**src/rtl/pulse_train_gen.sv**
```systemverilog
// Programmable square-wave / pulse-train source with a registered rise strobe.
// Optional burst mode (fixed pulse count, then wait for enable to drop): define PULSE_GEN_BURST_EN.
module pulse_train_gen #(
    parameter int PERIOD_W = 16,
    parameter int BURST_W  = 8
) (
    input  logic                clk,
    input  logic                reset,
    input  logic                enable,
    input  logic                load,
    input  logic [PERIOD_W-1:0] half_period,
    input  logic [BURST_W-1:0]  burst_len,
    output logic                signal_out,
    output logic                edge_strobe,
    output logic                busy,
    output logic                done
);

    localparam logic [1:0] S_IDLE     = 2'd0;
    localparam logic [1:0] S_RUN      = 2'd1;
    localparam logic [1:0] S_STOP     = 2'd2;
`ifdef PULSE_GEN_BURST_EN
    localparam logic [1:0] S_WAIT_LOW = 2'd3;
    localparam logic [BURST_W-1:0] B_ONE = {{(BURST_W-1){1'b0}}, 1'b1};
`endif
    localparam logic [PERIOD_W-1:0] P_ONE = {{(PERIOD_W-1){1'b0}}, 1'b1};

    logic [1:0]          state;
    logic [PERIOD_W-1:0] counter;
    logic [PERIOD_W-1:0] hp_active;
    logic [PERIOD_W-1:0] hp_shadow;
    logic [PERIOD_W-1:0] hp_eff;
    logic [PERIOD_W-1:0] hp_next;
    logic [PERIOD_W-1:0] hp_last;
    logic                terminal;
    logic                burst_last;

    assign hp_eff   = (half_period == '0) ? P_ONE : half_period;
    assign hp_last  = hp_active - P_ONE;
    assign terminal = (counter == hp_last);
    // Value hp_active must hold whenever we settle back into IDLE, so a load
    // landing in the same cycle is not lost.
    assign hp_next  = load ? hp_eff : hp_shadow;
    assign busy     = (state == S_RUN) || (state == S_STOP);

`ifdef PULSE_GEN_BURST_EN
    logic [BURST_W-1:0] burst_shadow;
    logic [BURST_W-1:0] burst_active;
    logic [BURST_W-1:0] edge_cnt;
    logic               rise_now;

    assign rise_now   = (state == S_RUN) && enable && !signal_out && terminal;
    assign burst_last = (burst_active != '0) && (edge_cnt == burst_active);

    always_ff @(posedge clk or posedge reset) begin
        if (reset) begin
            burst_shadow <= '0;
            burst_active <= '0;
            edge_cnt     <= '0;
        end else begin
            if (load)
                burst_shadow <= burst_len;
            if (state == S_IDLE && enable) begin
                burst_active <= load ? burst_len : burst_shadow;
                edge_cnt     <= B_ONE;
            end else if (rise_now) begin
                edge_cnt <= edge_cnt + B_ONE;
            end
        end
    end
`else
    logic burst_len_unused;
    assign burst_len_unused = ^burst_len;
    assign burst_last       = 1'b0;
    assign done             = 1'b0;
`endif

    always_ff @(posedge clk or posedge reset) begin
        if (reset) begin
            state       <= S_IDLE;
            signal_out  <= 1'b0;
            edge_strobe <= 1'b0;
`ifdef PULSE_GEN_BURST_EN
            done        <= 1'b0;
`endif
            counter     <= '0;
            hp_active   <= P_ONE;
            hp_shadow   <= P_ONE;
        end else begin
            edge_strobe <= 1'b0;
`ifdef PULSE_GEN_BURST_EN
            done        <= 1'b0;
`endif
            if (load)
                hp_shadow <= hp_eff;

            case (state)
                S_IDLE: begin
                    signal_out <= 1'b0;
                    counter    <= '0;
                    if (load)
                        hp_active <= hp_eff;
                    if (enable) begin
                        state       <= S_RUN;
                        signal_out  <= 1'b1;
                        edge_strobe <= 1'b1;
                    end
                end

                S_RUN: begin
                    if (!enable && !signal_out) begin
                        // Low phase is simply abandoned; no rise can follow.
                        state     <= S_IDLE;
                        counter   <= '0;
                        hp_active <= hp_next;
                    end else if (terminal) begin
                        counter    <= '0;
                        hp_active  <= hp_shadow;
                        signal_out <= ~signal_out;
                        if (signal_out) begin
`ifdef PULSE_GEN_BURST_EN
                            if (burst_last) begin
                                done  <= 1'b1;
                                state <= S_WAIT_LOW;
                            end else
`endif
                            if (!enable)
                                state <= S_STOP;
                        end else begin
                            edge_strobe <= 1'b1;
                        end
                    end else begin
                        counter <= counter + P_ONE;
                        if (!enable)
                            state <= S_STOP;
                    end
                end

                S_STOP: begin
                    // Finish the high phase, then one full low phase, then IDLE.
                    if (terminal) begin
                        counter <= '0;
                        if (signal_out) begin
                            signal_out <= 1'b0;
                            hp_active  <= hp_shadow;
`ifdef PULSE_GEN_BURST_EN
                            if (burst_last) begin
                                done  <= 1'b1;
                                state <= S_WAIT_LOW;
                            end
`endif
                        end else begin
                            state     <= S_IDLE;
                            hp_active <= hp_next;
                        end
                    end else begin
                        counter <= counter + P_ONE;
                    end
                end

`ifdef PULSE_GEN_BURST_EN
                S_WAIT_LOW: begin
                    signal_out <= 1'b0;
                    counter    <= '0;
                    if (load)
                        hp_active <= hp_eff;
                    if (!enable)
                        state <= S_IDLE;
                end
`endif

                default: begin
                    state      <= S_IDLE;
                    signal_out <= 1'b0;
                    counter    <= '0;
                end
            endcase
        end
    end

endmodule
```
**config.mk**
```make
export PLATFORM = sky130hd
export DESIGN_NAME = pulse_train_gen
export DESIGN_NICKNAME = d
export VERILOG_FILES = /design/src/rtl/pulse_train_gen.sv
export SDC_FILE = /design/constraint.sdc
export NUM_CORES = 1
export LEC_CHECK = 0
export CAP_MARGIN = 20
export CORE_MARGIN = 2
export CORE_UTILIZATION = 41
export CTS_CLUSTER_DIAMETER = 100
export CTS_CLUSTER_SIZE = 40
export DETAILED_ROUTE_END_ITERATION = 12
export PLACE_DENSITY = 0.6
export SYNTH_ARGS = -nofsm -noshare
export SYNTH_HDL_FRONTEND = slang
export SYNTH_SLANG_ARGS = --single-unit
```
**constraint.sdc**
```tcl
create_clock -name clk -period 5.5 [get_ports clk]
set_input_delay 1.375 -clock clk [delete_from_list [all_inputs] [get_ports clk]]
set_output_delay 1.375 -clock clk [all_outputs]
set_load 0.03 [all_outputs]
```
==> results of run 1 <==
## where the power goes
| group | switching [W] | internal [W] |
|---|---|---|
| combinational | 0.000391 | 0.000386 |
| clock | 0.000140 | 0.0000939 |
| sequential | 0.000114 | 0.000473 |
## placed cells by master, fill, tap and decap left out, drive strengths merged, types with 2 or more instances in the layout
master,n
nor4,4
clkdlybuf4s50,22
xor2,18
nand3,12
clkbuf,5
mux2,28
and3,5
inv,14
o21ai,11
nand2,15
nand4b,4
mux2i,4
nand2b,3
a22o,12
nor3,6
o211ai,2
xnor2,17
buf,3
ha,6
a21oi,7
dfrtp,50
a22oi,3
a211oi,3
dfstp,2
nor2,31
nor2b,2
and4,2
nand4,3
## registers in the layout (all words and copies together), names as in the netlist
signal and flops:
edge_strobe 1, hp_active 16, state 2, signal_out 1
counter 16, hp_shadow 16
## worst min-delay path, cell delays in order, from the launching register on
cell and delay (ps):
dfstp_2 380, nor2_1 80, a21oi_1 50
## per-layer routing
metal / vias to the layer above / share of wire
li1: 1075 / -
met1: 1024 / 0.49
met2: 29 / 0.47
met3: 7 / 0.022
met4: 0 / 0.016
met5: - / 0
## kinds of logic after synthesis
| group | count (synthesis) | synth area share |
|---|---|---|
| buffers and inverters | 26 | 0.0386 |
| other | 1 | 0.00122 |
| xor gates and xnor gates | 35 | 0.0997 |
| DFF | 52 | 0.424 |
| AOI/OAI and AO/OA | 49 | 0.134 |
| muxes | 32 | 0.125 |
| and+or+nand+nor | 91 | 0.153 |
| adders and majority gates | 6 | 0.0244 |
## worst paths after layout
kind                         startpoint            end  slack, ps  depth (start not counted)
max                                load   hp_active[3]       1800                          4
min                        hp_shadow[0]   hp_shadow[0]        510                          2
max reg2reg                hp_active[8]   hp_active[3]       1910                          8
min reg2reg                hp_shadow[0]   hp_shadow[0]        510                          2
max in group asynchronous         reset  hp_active[10]       3530                          3
min in group asynchronous         reset   hp_active[8]       1530                          3
## layout make-up
| class | count | area (µm²) |
|---|---|---|
| clock buffer | 5 | 68.8 |
| clock inverter | 3 | 26.3 |
| fill | 682 | 3790 |
| inverter | 12 | 45.0 |
| multi-input combinational | 214 | 1650 |
| sequential | 52 | 1300 |
| tap | 99 | 124 |
| timing repair buffer | 25 | 243 |
## through the flow
step                setup slack (ps)  hold slack, ps   util
floorplan                       2550             467      -
global placement                1390             478  0.462
detailed placement              1440             484  0.463
CTS                             1770             505  0.476
global route                    1640             522  0.477
finish                          1800             506  0.477
==> impl_metrics.toml, run 1 <==
[detailed_routing]
wirelength_um = 5870
wl_per_cell_um = 14.3
vias = 2135
drtIter0Drc = 120
drc = 0
dr.pass1.iters = 4
antenna_left = 0
viasPerCell = 5.21

[synth]
ys_ff_latch = 52
synth_top_area_cell = "dfrtp_1"
yosysTopAreaCellShare = 0.407
yosysSeqAreaShare = 0.424
yosysWarnings = 0
synth_nets = 326
ys.flop_type = "dfrtp_1"
avgSynthCellArea_um2 = 10.5
synth_area_leaders = "dfrtp_1 41%, mux2_2 7.3%, xor2_1 5.1%, xnor2_1 4.8%, mux2_4 3.9%"
postSynthCellCount = 292
synth_common_cells = "50 x dfrtp_1, 31 x nor2_1, 20 x mux2_2"
synthesis.area_um2 = 3080
synth-edff-count = 0
post_synth_num_cell_types = 50
async_flop_share = 1.00
yosysMostFrequentCell = "dfrtp_1"

[sta]
setup_tns_ps = 0
clock-skew-final_ps = 11.3
slew_viol_final = 0
finalCritPeriodShare = 0.673
rsz0062_at_grt = "false"
tightest_slew_ps = 985
fin_crit_ps = 3700
finalHoldViolCount = 0
achievable-frequency_mhz = 270
relSlewSlack = 0.344
final-setup-viol-count = 0

[final_layout]
final_cells = 410
diodes = 0
nets = 344
syn_to_final_growth_pct = 12.6
stdcell_area_um2 = 3460
drive_gt1_frac = 0.158

[worst_setup_path]
crit_family = "buffers and inverters"
worstPathCellList = "clkdlybuf4s50_1, inv_1, a221oi_4, mux2_2"
worstSetupEndpointType = "register"
cpPeakStageDelay_ps = 1030
worstSetupPathType = "in -> reg"
crit_path_max_fanout = 19
crit_arrival_ps = 3910
cp_data_required_time_ps = 5710
crit_buf_inv = 2
worstSetupStartpointType = "primary input"
slowest_stage = "clkdlybuf4s50_1"

[die]
dieArea_um2 = 8210
coreArea_um2 = 7250
rows = 31
num_io_pins = 32
fp.dieW_um = 90.6
start_util = 0.424
dieHeight_um = 90.6

[flow_run]
cap_viol_max_count = 0

[grt]
antenna_found_initial = 0
grt_pass1_vias = 2049
busiest_layer = "met2"
met3_usage = 0.0250
grt_start_max_net_pins = 53
grt_pass1_wl_um = 10100
grt_use_met1 = 0.210
use_met2 = 0.241
globalRouteTotalUtil = 0.152
grt-ovfl-total = 0

[clock_tree]
holdBufCountCts = 0
clock_path_buffers = 2
htree_levels = 2
cts_buffers = 5
worstSkewPairLatency_ps = 320
cts_tree = "yes"
clockRootBuffer = "clkbuf_8"
cts_setup_buffers = 0
path_clk_slew_ps = 110
clkSinkCount = 52
post_cts_resized = 0

[placement]
io_buffers = 22
dpl.cell_count = 401
gp_routability_congestion = 0.862
placed_cell_area_um2 = 3360
dpl.hpwl_um = 4350

[power]
finalPower_w = 0.00160
powerDensity_nw_per_um2 = 461
peakVddDrop_uv = 210
p_leak_nw = 1.43

[min_path]
hp-class = "reg -> reg"

[outcome]
status = "complete, no violations"
No activity file was read; power rests on OpenSTA's default activity.
==> run 2: changes to the inputs <==
==> constraint.sdc (replaced) <==
create_clock -name clk -period 3.6 [get_ports clk]
set_input_delay 0.9 -clock clk [delete_from_list [all_inputs] [get_ports clk]]
set_output_delay 0.9 -clock clk [all_outputs]
set_load 0.03 [all_outputs]
==> impl_metrics.toml, run 2 (synthesized netlist as in run 1, its figures left out) <==
[worst_setup_path]
crit_family = "compound AO/OA/AOI/OAI gates"
crit_buf_inv = 1
path_depth = 9
crit_path_max_fanout = 16
worstSetupStartpointType = "register"
timing.critical_path.from = "hp_active[8]"
slowest_stage = "dfrtp_1"
worstSetupPathType = "reg -> reg"
worstPathCellList = "nor3_1, nand4b_1, xor2_1, o31a_1, a2111oi_4, o2111ai_4, a221oi_4, buf_4, mux2_2"
worstSetupEndpointType = "register"
reg2reg_depth = 9
cp_data_required_time_ps = 3790
crit_arrival_ps = 3440
timing.rr.start = "hp_active[8]"
cpPeakStageDelay_ps = 450

[clock_tree]
post_cts_resized = 0
path_clk_slew_ps = 100
cts_buffers = 5
htree_levels = 2
cts_setup_buffers = 0
clkSinkCount = 52
cts_tree = "yes"
clockRootBuffer = "clkbuf_8"
holdBufCountCts = 0
worstSkewPairLatency_ps = 300
clock_path_buffers = 2

[detailed_routing]
wirelength_um = 5880
viasPerCell = 5.14
antenna_left = 0
drc = 0
vias = 2129
drtIter0Drc = 80
dr.pass1.iters = 4
wl_per_cell_um = 14.2

[die]
dieArea_um2 = 8210
rows = 31
fp.dieW_um = 90.6
num_io_pins = 32
dieHeight_um = 90.6
coreArea_um2 = 7250
start_util = 0.424

[power]
p_leak_nw = 1.48
peakVddDrop_uv = 307
powerDensity_nw_per_um2 = 745

[min_path]
whs_path_depth = 1
hp-class = "reg -> reg"
hp-start = "hp_shadow[5]"

[final_layout]
final_cell_mix = "50 x dfrtp_1, 31 x nor2_1, 22 x clkdlybuf4s50_1"
reg.largest.list = "counter x16, hp_active x16, hp_shadow x16"
ff_latch_area_um2 = 1300
final_common_cell = "dfrtp_1"
diodes = 0
fillCellCount = 681
multiInputGateArea_um2 = 1650
syn_to_final_growth_pct = 15.7
nets = 348
stdcell_area_um2 = 3560
drive_gt1_frac = 0.168
final_util = 0.490

[sta]
tightest_slew_ps = 653
setup_slack_ps = 345
relSlewSlack = 0.563
clock-skew-final_ps = 11.3
fin_crit_ps = 3260
slew_viol_final = 0
setup_tns_ps = 0
rsz0062_at_grt = "false"
fin_hold_ws_ps = 515
final-setup-viol-count = 0
finalHoldViolCount = 0
finalCritPeriodShare = 0.904
achievable-frequency_mhz = 307

[grt]
grt_start_max_net_pins = 53
grt_pass1_vias = 1997
antenna_found_initial = 0
globalRouteTotalUtil = 0.149
grt_pass1_wl_um = 9960
grt-ovfl-total = 0

[outcome]
status = "complete, no violations"

[placement]
dpl.hpwl_um = 4300
gp_routability_congestion = 0.860
placed_cell_area_um2 = 3390
io_buffers = 22
pre_cts_ws_ps = 341

[flow_run]
cap_viol_max_count = 0
-- run 2: changes by cell type in the layout (fill, tap and decap cells not counted) --
cell,delta
buf_4,+4
bufinv_16,+3
inv_6,-2
clkinv_4,-1
-- run 2: layout make-up --
cell class	count	area share
clock buffer	5	0.0193
clock inverter	3	0.0253
inverter	12	0.0127
multi-input combinational	214	0.465
sequential	52	0.367
tap	99	0.0348
timing repair buffer	29	0.0767
-- run 2: metal layers --
| layer | vias up | GRT usage | share of wire |
|---|---|---|---|
| met2 | 32 | 0.234 | 0.46 |
| met4 | 0 | 0.0449 | 0.011 |
| li1 | 1084 | - | - |
| met1 | 1009 | 0.214 | 0.50 |
| met3 | 4 | 0.0225 | 0.026 |
| met5 | - | 0 | 0 |
-- run 2: worst reg2reg max path: cells and delay by family, from the launching register on --
kind,cells,cell delay [ps]
compound gates,4,1230
xor+xnor,1,220
buf+inv,1,300
flops,1,450
mux,1,360
simple gates,2,580
-- run 2: final timing paths --
check	slack (ps)	endpoint
hold / removal	510	hp_shadow[5]
setup / recovery	340	hp_active[3]
min in group asynchronous	1080	counter[8]
hold reg to reg	510	hp_shadow[5]
setup reg to reg	340	hp_active[3]
max in group asynchronous	2090	hp_active[3]
-- run 2: metrics by stage --
stage,total power (W),instances
3_5_place_dp,0.00212,405
3_3_place_gp,0.00210,405
6_report,0.00265,414
2_1_floorplan,0.00186,292
5_1_grt,0.00284,414
4_1_cts,0.00267,413
-- run 2: where the power goes --
part | internal (W) | leakage [nW] | switching (W)
clock network | 0.000347 | 0.0784 | 0.000194
logic | 0.000609 | 0.749 | 0.000620
registers | 0.000723 | 0.656 | 0.000156
total | 0.00168 | 1.48 | 0.000970
